## src/rtl/oai222_chk_pkg.sv

```systemverilog
// Shared definitions for the OAI222 exhaustive checker: vector geometry,
// sequencer states and the golden cell function.
package oai222_chk_pkg;

  localparam int VEC_W   = 6;
  localparam int NUM_VEC = 64;

  typedef enum logic [1:0] {
    IDLE   = 2'd0,
    HOLD   = 2'd1,
    CHECK  = 2'd2,
    FINISH = 2'd3
  } chk_state_e;

  // vec = {A1,A2,B1,B2,C1,C2}
  function automatic logic golden_oai222(input logic [VEC_W-1:0] vec);
    return ~((vec[5] | vec[4]) & (vec[3] | vec[2]) & (vec[1] | vec[0]));
  endfunction

endpackage

```

## src/rtl/oai222_chk_seq.sv

```systemverilog
// Vector sequencer: walks all 64 input combinations LOOPS times, holding each
// for SETTLE_CYCLES+1 cycles, and strobes CHECK on the last cycle of each hold.
//
// state  | meaning
// IDLE   | waiting for start_i, stimulus driven to 0
// HOLD   | current vector applied, settle down-counter running
// CHECK  | last cycle of the vector window, ZN compared at the closing edge
// FINISH | run complete, DONE/PASS registered on exit
module oai222_chk_seq
  import oai222_chk_pkg::*;
#(
  parameter int SETTLE_CYCLES = 1,
  parameter int LOOPS         = 1
) (
  input  logic             clk_i,
  input  logic             rst_n_i,
  input  logic             start_i,
  output logic             start_acc_o,
  output logic             check_o,
  output logic             finish_o,
  output logic             busy_o,
  output logic [VEC_W-1:0] vec_o
);

  localparam logic [3:0] SETTLE    = 4'(SETTLE_CYCLES);
  localparam logic [7:0] LAST_LOOP = 8'(LOOPS - 1);

  chk_state_e       state_q;
  logic [3:0]       hold_q;
  logic [VEC_W-1:0] vec_q;
  logic [7:0]       loop_q;
  logic             busy_q;
  logic             last_vec;
  chk_state_e       after_vec;

  assign last_vec  = (vec_q == 6'h3F) && (loop_q == LAST_LOOP);
  // With no settle time the hold phase collapses and CHECK follows directly.
  assign after_vec = (SETTLE == 4'd0) ? CHECK : HOLD;

  always_ff @(posedge clk_i or negedge rst_n_i) begin
    if (!rst_n_i) begin
      state_q <= IDLE;
      hold_q  <= 4'd0;
      vec_q   <= '0;
      loop_q  <= 8'd0;
      busy_q  <= 1'b0;
    end else begin
      case (state_q)
        IDLE: begin
          if (start_i) begin
            vec_q   <= '0;
            loop_q  <= 8'd0;
            hold_q  <= SETTLE;
            busy_q  <= 1'b1;
            state_q <= after_vec;
          end
        end
        HOLD: begin
          if (hold_q <= 4'd1) begin
            state_q <= CHECK;
          end else begin
            hold_q <= hold_q - 4'd1;
          end
        end
        CHECK: begin
          if (last_vec) begin
            vec_q   <= '0;
            loop_q  <= 8'd0;
            state_q <= FINISH;
          end else begin
            vec_q   <= vec_q + 6'd1;
            if (vec_q == 6'h3F) begin
              loop_q <= loop_q + 8'd1;
            end
            hold_q  <= SETTLE;
            state_q <= after_vec;
          end
        end
        FINISH: begin
          busy_q  <= 1'b0;
          state_q <= IDLE;
        end
        default: state_q <= IDLE;
      endcase
    end
  end

  assign start_acc_o = (state_q == IDLE) && start_i;
  assign check_o     = (state_q == CHECK);
  assign finish_o    = (state_q == FINISH);
  assign busy_o      = busy_q;
  assign vec_o       = vec_q;

endmodule

```

## config.mk

```make
export PLATFORM = sky130hd
export DESIGN_NAME = oai222_chk_seq
export DESIGN_NICKNAME = d
export VERILOG_FILES = /design/src/rtl/oai222_chk_pkg.sv /design/src/rtl/oai222_chk_seq.sv
export SDC_FILE = /design/constraint.sdc
export NUM_CORES = 1
export LEC_CHECK = 0
export CORE_MARGIN = 2
export CORE_UTILIZATION = 38
export DETAILED_ROUTE_END_ITERATION = 7
export MAX_ROUTING_LAYER = met4
export PLACE_DENSITY = 0.68
export SYNTH_ARGS = -nofsm -noshare
export SYNTH_HDL_FRONTEND = slang
export SYNTH_SLANG_ARGS = --single-unit
```

## constraint.sdc

```tcl
create_clock -name clk_i -period 2.1 [get_ports clk_i]
set_input_delay 0.63 -clock clk_i [delete_from_list [all_inputs] [get_ports clk_i]]
set_output_delay 0.63 -clock clk_i [all_outputs]
set_load 0.02 [all_outputs]
```

## Word level (Yosys, flattened, before mapping)

Cells that the tools add are included.

| storage, ports and cells | value |
|---|---|
| register bits after elaboration | 21 |
| bits of input ports | 3 |
| output and inout port bits | 10 |

| operators by class | value |
|---|---|
| add/sub/neg operators | 3 |
| magnitude comparators | 1 |
| eq/ne operators | 9 |
| mux-type cells | 17 |
| reductions and logical operators | 12 |

Operators by type and width:

| operator | number |
|---|---|
| 8-bit two-way mux | 3 |
| 8-bit case mux with 2 select lines | 1 |
| 4-bit two-way mux | 3 |
| 6-bit two-way mux | 2 |
| 4-bit case mux with 3 select lines | 1 |
| 6-bit case mux with 2 select lines | 1 |
| 8-bit by 1-bit adder with 8-bit output (second input constant) | 1 |
| 8-bit zero test | 1 |
| 2-bit != test (second input constant) | 4 |
| 2-bit case mux with 4 select lines | 1 |
| 6-bit by 1-bit adder with 6-bit output (second input constant) | 1 |
| 6-bit == test (second input constant) | 1 |
| 2-bit two-way mux | 3 |
| 2-bit AND reduction | 3 |
| 2-bit == test (second input constant) | 2 |
| 4-bit by 1-bit <= comparator with 1-bit output (second input constant) | 1 |
| 4-bit AND reduction | 1 |
| 2-bit nonzero test | 2 |
| 4-bit by 1-bit subtractor with 4-bit output (second input constant) | 1 |
| 3-bit by 1-bit != test with 1-bit output (second input constant) | 1 |
| 3-bit AND reduction | 1 |
| 3-bit nonzero test | 1 |
| 2-bit by 1-bit == test with 1-bit output (second input constant) | 1 |
| 1-bit logical AND | 2 |
| 3 further kinds | 3 |

## Depth between registers and ports, before layout

Gate-level depths: netlist of run 1.

| logic depth | value |
|---|---|
| depth in word-level cells | 4 |
| depth in mapped cells | 7 |
| mapped depth without buffers | 6 |

## Worst setup path before layout of run 1

OpenSTA, ideal clock, no wires.

| timing path | value |
|---|---|
| path kind | register -> register |
| start point | register loop_q[0] |
| end point | register hold_q[0] |
| library setup time | 0.119 ns |
| data arrival time | 1.772 ns |
| data required time | 1.981 ns |
| slack | 0.209 ns |
| stages on the path, launching flop included | 7 |
| buffers on the path | 0 |
| clock period less this slack | 1.891 ns |
| cell sequence | dfrtp_1 -> inv_1 -> ha_1 -> or4b_4 -> nor4_4 -> a21oi_2 -> o21ba_1 |

| between the ends | value |
|---|---|
| word-level cells in the longest chain between the ends | 4 |

RTL lines:

| element | RTL line | text |
|---|---|---|
| start, declared | oai222_chk_seq.sv:31 | `logic [7:0] loop_q;` |
| start signal, assigned | oai222_chk_seq.sv:73 | `loop_q <= loop_q + 8'd1;` |
| 8-bit zero test | oai222_chk_seq.sv:36 | `assign last_vec = (vec_q == 6'h3F) && (loop_q == LAST_LOOP);` |
| 1-bit logical AND | oai222_chk_seq.sv:36 |  |
| 2-bit != test (no line) | - |  |
| 4-bit AND reduction (no line) | - |  |
| end signal, assigned | oai222_chk_seq.sv:62 | `hold_q <= hold_q - 4'd1;` |
| end, declared | oai222_chk_seq.sv:29 | `logic [3:0] hold_q;` |

No other way between the ends.
A chain may end at the register's enable or synchronous reset.

## Worst setup path in the final report of run 1

| timing path | value |
|---|---|
| start point | register vec_q[3], in the netlist vec_o[3] |
| end point | output vec_o[3] |

RTL lines:

| element | RTL line | text |
|---|---|---|
| start, declared | oai222_chk_seq.sv:30 | `logic [VEC_W-1:0] vec_q;` |
| start signal, assigned | oai222_chk_seq.sv:71 | `vec_q <= vec_q + 6'd1;` |
| end, declared | oai222_chk_seq.sv:22 | `output logic [VEC_W-1:0] vec_o` |

No word-level cell between the ends.

==> run_results.csv, run 1 <==
group,metric,value,unit
grt,antenna_found_initial,0,
logic_synthesis,yosys_warnings,0,
drt,met2_length,1.31,mm
sta,fin_crit_sh,96.6,%
cells_and_area,antenna_cells,0,
cells_and_area,multi_input_area,644,µm²
cells_and_area,post-route-cell-area,0.00149,mm²
sta,min_period,2030,ps
drt,drt_iter0_drc,73,
die,start_util,39.9,%
worst_setup_path,crit_family,"buffers and inverters",
grt,grt_max_degree,22,
cells_and_area,fin_util,49.0,%
power_and_ir_drop,vdd_drop_max,287,µV
power_and_ir_drop,p_per_area,993,mW/mm²
drt,antenna_left,0,
sta,max_slew_margin,65.1,%
clock_tree,htree_levels,1,
cells_and_area,area_delta_synth_final,23.0,%
drt,firstDrtPassIters,4,
grt,grt_use_total,16.3,%
worst_hold_path,whs_endpoint,"busy_o",
clock_tree,cts_tree,"built",
clock_tree,clockBufferDepth,2,
drt,wl,2.53,mm
logic_synthesis,synth_top_family_by_area,"simple AND/OR/NAND/NOR gates",
flow_run,drv_cap,0,
clock_tree,path_clk_slew,120,ps
outcome,status,"finished, final reports clean",
placement,placed_cell_area,0.00146,mm²
worst_setup_path,critical-path-max-stage-delay,640,ps
logic_synthesis,synth-seq-cells,21,
drt,dr_wl_met3,55,µm
placement,io_buffers,12,
sta,fin_hold_ws,511,ps
logic_synthesis,syn-instance-count,124,
worst_setup_path,reg2reg_to,"hold_q[0]",
die,die_x,60.4,µm
worst_setup_path,cp_max_fo,7,
drt,avgViaCountPerCell,5.23,
placement,place_hpwl,1.94,mm
logic_synthesis,synth-compound-area-share,21.3,%
die,std_cell_rows,20,
clock_tree,post_cts_buffers,0,
die,dieHeight,60.4,µm
worst_setup_path,required,1470,ps
worst_setup_path,slowest_stage,"clkdlybuf4s50_1",
worst_hold_path,min_from,"busy_o",
cells_and_area,regArea,526,µm²
logic_synthesis,synth-adder-area-share,5.18,%
die,dieArea,0.00364,mm²
drt,drc,0,
clock_tree,clkSinkCount,21,
worst_setup_path,worst-path-buf-inv,1,
placement,gp_congestion,0.818,
grt,grt_first_pass_wirelength,4.42,mm
cells_and_area,drive_gt1_share,18.8,%
clock_tree,clkLatencyLatePin,300,ps
logic_synthesis,syn_avg_cell_area,9.74,µm²
sta,rsz0062_at_grt,"false",
worst_setup_path,reg2reg_depth,6,
logic_synthesis,synth-xor-area-share,0,%
power_and_ir_drop,cellLeakagePower,0.676,nW
worst_setup_path,critPathKind,"reg -> out",
sta,clock_skew,1.34,ps
sta,fmax,0.493,GHz
die,core,0.00303,mm²
drt,wl_per_cell,13.1,µm
worst_setup_path,regToRegStartpoint,"loop_q[0]",
cells_and_area,fill_cells,282,
cells_and_area,nets,158,
drt,wl_met1,1.14,mm
worst_setup_path,arrival,1400,ps
drt,topRoutingLayerUsed,"met4",
worst_setup_path,cp-end-kind,"output port",
logic_synthesis,synth-simple-area-share,25.2,%
worst_hold_path,worstHoldPathType,"reg -> reg",
logic_synthesis,synthArstFlopShare,100,%
logic_synthesis,synth_edf_count,0,
grt,grt_pass1_vias,1012,
worst_setup_path,reg2reg_slack,130,ps
logic_synthesis,netlist_area,0.00121,mm²
logic_synthesis,synth_cell_type_count,42,
sta,setup_violations,0,
clock_tree,root_buffer,"clkbuf_4",
drt,via_count,1010,
worst_hold_path,hold-path-cell-count,2,
worst_setup_path,start_kind,"register",
logic_synthesis,syn-num-nets,132,
logic_synthesis,ys.flop_type,"dfrtp_1",
worst_setup_path,cp_cell_sequence,"clkdlybuf4s50_1",
logic_synthesis,synth-seq-area-share,43.5,%
clock_tree,cts_hold_buffers,0,
die,ios,13,
sta,tns,0,ps
sta,finalHoldViolations,0,
clock_tree,cts_buffers,3,
grt,overflow,0,
logic_synthesis,synth.area.mux_share,1.66,%
power_and_ir_drop,power,0.00147,W
sta,tightest_slew,519,ps
sta,drv_slew,0,
## cell usage in the layout, fill, tap and decap left out, types with 2 or more instances in the layout
cell / synthesis / layout
dfrtp_1: 21 / 21
nand2_1: 19 / 19
buf_4: 0 / 12
o31ai_1: 9 / 9
inv_1: 6 / 6
nor2_1: 6 / 6
clkdlybuf4s50_1: 0 / 6
nand3_1: 5 / 5
ha_1: 5 / 5
o21ai_1: 4 / 4
a21oi_1: 4 / 4
or4_1: 3 / 3
a22o_1: 3 / 3
clkbuf_4: 0 / 3
dlymetal6s2s_1: 0 / 3
nand2b_1: 2 / 2
clkinv_2: 1 / 2
nor3_1: 2 / 2
nor2b_1: 2 / 2
mux2i_1: 2 / 2
or2_2: 2 / 2
a31o_1: 2 / 2
o21ai_0: 2 / 2
dlygate4sd2_1: 0 / 2
## report_power, final
part	switching [W]	internal, W	leakage (nW)
clock	0.000126	0.0000708	0.0177
combinational	0.000400	0.000320	0.378
sequential	0.0000746	0.000482	0.280
## logic make-up (layout without fill, tap and decap cells)
logic type                 count (synthesis)  count (layout)
AOI/OAI and AO/OA                         33              33
adders and majority gates                  5               5
buffers and inverters                      9              34
DFF                                       21              21
muxes                                      2               2
and+or+nand+nor                           54              54
## state kept, by name, summed over array words and instances (netlist names)
signal   count
busy_o       1
hold_q       4
loop_q       8
state_q      2
vec_o        6
## cell type report
cell class	instances	share of cell area, %
Clock buffer	3	1.52
Clock inverter	1	0.337
Inverter	7	1.85
Multi-Input combinational cell	94	43.4
Sequential cell	21	35.4
Tap cell	44	3.71
Timing Repair Buffer	23	13.8
## stage by stage
stage / instances / setup WS (ps)
final: 193 / 71.3
after global routing: 193 / 8.42
after CTS: 193 / 18.8
after detailed placement: 189 / -413
after global placement: 189 / -410
after floorplan: 124 / 209
## worst max path at each step
stage | cells past startpoint | slack, ps | start | end
6_report | 1 | 70 | vec_o[3] | vec_o[3]
5_1_grt | 1 | 8 | vec_o[3] | vec_o[3]
4_1_cts | 1 | 20 | vec_o[5] | vec_o[5]
3_5_place_dp | 4 | -410 | start_i | start_acc_o
3_3_place_gp | 4 | -410 | start_i | start_acc_o
2_1_floorplan | 6 | 210 | loop_q[0] | hold_q[0]
## cell usage after synthesis, drive strengths merged (2+ instances only)
master	count	area, µm²
a21oi	5	28.8
a22o	3	26.3
a31o	2	17.5
buf	2	10.0
dfrtp	21	526
ha	5	62.6
inv	6	22.5
mux2i	2	20.0
nand2	19	71.3
nand2b	3	21.3
nand3	5	25.0
nor2	7	28.8
nor2b	2	12.5
nor3	3	20.0
nor4	2	27.5
o21ai	6	30.0
o31ai	9	67.6
or2	2	12.5
or3	2	13.8
or4	3	22.5
## routing by layer
metal	vias up	global-route usage [%]
li1	506	-
met1	483	19.2
met2	19	28.4
met3	2	1.92
met4	0	6.35
met5	-	-
## repair_timing
item,in CTS,in global routing
resized for setup,6,4
setup endpoints to repair,3,3
hold endpoints to repair,0,0
gates cloned,0,0
Note: power is estimated with default switching activity, not from simulation.
==> run 2, diff against run 1 <==
--- a/config.mk
+++ b/config.mk
@@ -6,10 +6,10 @@
 export NUM_CORES = 1
 export LEC_CHECK = 0
 export CORE_MARGIN = 2
-export CORE_UTILIZATION = 38
+export CORE_UTILIZATION = 25
 export DETAILED_ROUTE_END_ITERATION = 7
 export MAX_ROUTING_LAYER = met4
-export PLACE_DENSITY = 0.68
+export PLACE_DENSITY = 0.53
 export SYNTH_ARGS = -nofsm -noshare
 export SYNTH_HDL_FRONTEND = slang
 export SYNTH_SLANG_ARGS = --single-unit
==> run_results.csv, run 2 (same netlist as run 1, synthesis figures left out) <==
group,metric,value,unit
die,dieHeight,73.5,µm
grt,grt_first_pass_wirelength,4.66,mm
power_and_ir_drop,vdd_drop_max,452,µV
grt,overflow,0,
sta,tightest_slew,464,ps
cells_and_area,area_delta_synth_final,25.4,%
sta,drv_slew,0,
placement,place_hpwl,2.07,mm
sta,setup_slack,71.7,ps
placement,io_buffers,12,
placement,placed_cell_area,0.00147,mm²
drt,drc,0,
worst_setup_path,critical-path-max-stage-delay,660,ps
cells_and_area,layout_commonest_cell,"dfrtp_1",
die,dieArea,0.00540,mm²
cells_and_area,antenna_cells,0,
sta,fin_crit_sh,96.6,%
clock_tree,htree_levels,1,
clock_tree,clockBufferDepth,2,
cells_and_area,finalNonFillerCells,203,
worst_setup_path,start_kind,"register",
worst_setup_path,arrival,1400,ps
sta,finalHoldViolations,0,
drt,wl,2.62,mm
worst_setup_path,cp-end-kind,"output port",
grt,grt_max_degree,22,
cells_and_area,nets,158,
grt,grt_use_total,11.2,%
worst_setup_path,required,1470,ps
cells_and_area,mostFrequentLayoutCells,"dfrtp_1, nand2_1, buf_4",
placement,dp.cells,199,
worst_setup_path,slowest_stage,"clkdlybuf4s50_1",
drt,avgViaCountPerCell,5.04,
clock_tree,post_cts_buffers,0,
sta,fin_hold_ws,529,ps
die,die_x,73.5,µm
sta,rsz0062_at_grt,"false",
cells_and_area,largest-register,"loop_q",
outcome,status,"finished, final reports clean",
clock_tree,root_buffer,"clkbuf_8",
flow_run,drv_cap,0,
worst_setup_path,reg2reg_slack,160,ps
worst_setup_path,critPathKind,"reg -> out",
clock_tree,cts_buffers,3,
placement,gp_congestion,0.793,
drt,wl_per_cell,12.9,µm
grt,antenna_found_initial,0,
worst_setup_path,cp_cell_sequence,"clkdlybuf4s50_1",
cells_and_area,drive_gt1_share,18.8,%
cells_and_area,post-route-cell-area,0.00151,mm²
die,std_cell_rows,25,
worst_hold_path,worstHoldPathType,"reg -> reg",
drt,firstDrtPassIters,4,
sta,setup_violations,0,
drt,drt_iter0_drc,26,
worst_setup_path,cp_max_fo,6,
placement,dpl_worst_slack,-437,ps
cells_and_area,largest_register_ffs,8,
sta,max_slew_margin,68.8,%
die,start_util,25.7,%
sta,clock_skew,2.22,ps
die,core,0.00469,mm²
drt,antenna_left,0,
sta,min_period,2030,ps
clock_tree,clkSinkCount,21,
clock_tree,path_clk_slew,80,ps
power_and_ir_drop,p_per_area,1020,mW/mm²
sta,fmax,0.493,GHz
clock_tree,cts_tree,"built",
grt,grt_pass1_vias,1036,
worst_setup_path,crit_family,"buffers and inverters",
power_and_ir_drop,cellLeakagePower,0.644,nW
drt,via_count,1024,
die,ios,13,
worst_setup_path,worst-path-buf-inv,1,
clock_tree,clkLatencyLatePin,260,ps
## run 2: cell count changes in the layout (fill, tap and decap cells not counted)
cell,change
clkbuf_4,-3
clkbuf_8,+3
clkdlybuf4s50_1,+2
dlymetal6s2s_1,-2
clkbuf_1,+1
clkinv_2,-1
or4_1,-1
or4_4,+1
## run 2: path summary, 6_finish.rpt
path,cells after the start,to,from
hold / removal,1,vec_o[0],vec_o[0]
min in group asynchronous,2,loop_q[4],rst_n_i
setup / recovery,1,vec_o[5],vec_o[5]
hold reg to reg,1,vec_o[0],vec_o[0]
max in group asynchronous,2,loop_q[0],rst_n_i
setup reg to reg,6,hold_q[0],loop_q[0]
## run 2: final cells by class
type	instances	area, µm²
tap	54	67.6
fill	496	3180
sequential	21	526
inverter	7	27.5
multi-input combinational	94	648
timing repair buffer	23	200
clock buffer	4	45.0
## run 2: what timing repair did
action / 4_1_cts / 5_1_grt
pin swaps: 0 / 0
endpoints found under the setup margin: 3 / 3
gates resized for setup: 6 / 3
hold buffers: 0 / 0
## run 2: worst register-to-register path, delay by kind of cell (launching register included)
family / cells / cell delay, ps
adder cells (fa/ha/maj): 1 / 120
flip-flops: 1 / 380
AO/OA/AOI/OAI: 2 / 360
buffers and inverters: 1 / 60
AND/OR/NAND/NOR: 2 / 910
## run 2: per-layer routing
layer  wire [µm]  track usage [%]  vias up
li1            -                -      504
met1        1140             12.3      506
met2        1410             20.8       12
met3          61             2.61        2
met4          11             1.82        0
met5           0                -        -
## run 2: per-stage QoR
step                TNS (ps)  utilization [%]  total power, W
floorplan                  0                -         0.00101
global route               0             32.3         0.00168
detailed placement     -1500             31.3         0.00131
finish                     0             32.3         0.00155
global placement       -1310             31.3         0.00129
CTS                        0             32.1         0.00157
## run 2: report_power, final
part	internal [W]	total (W)	switching [W]
combinational	0.000324	0.000722	0.000398
clock	0.000135	0.000267	0.000132
sequential	0.000482	0.000561	0.0000790
total	0.000942	0.00155	0.000609
==> run 3, diff against run 2 <==
--- a/config.mk
+++ b/config.mk
@@ -10,6 +10,7 @@
 export DETAILED_ROUTE_END_ITERATION = 7
 export MAX_ROUTING_LAYER = met4
 export PLACE_DENSITY = 0.53
+export SETUP_SLACK_MARGIN = 0.02
 export SYNTH_ARGS = -nofsm -noshare
 export SYNTH_HDL_FRONTEND = slang
 export SYNTH_SLANG_ARGS = --single-unit
==> results of run 3 <==
Same layout as run 2: the final DEF is identical, and so are final timing and power.
Main changes from that run: number of gates resized after CTS 6 -> 7
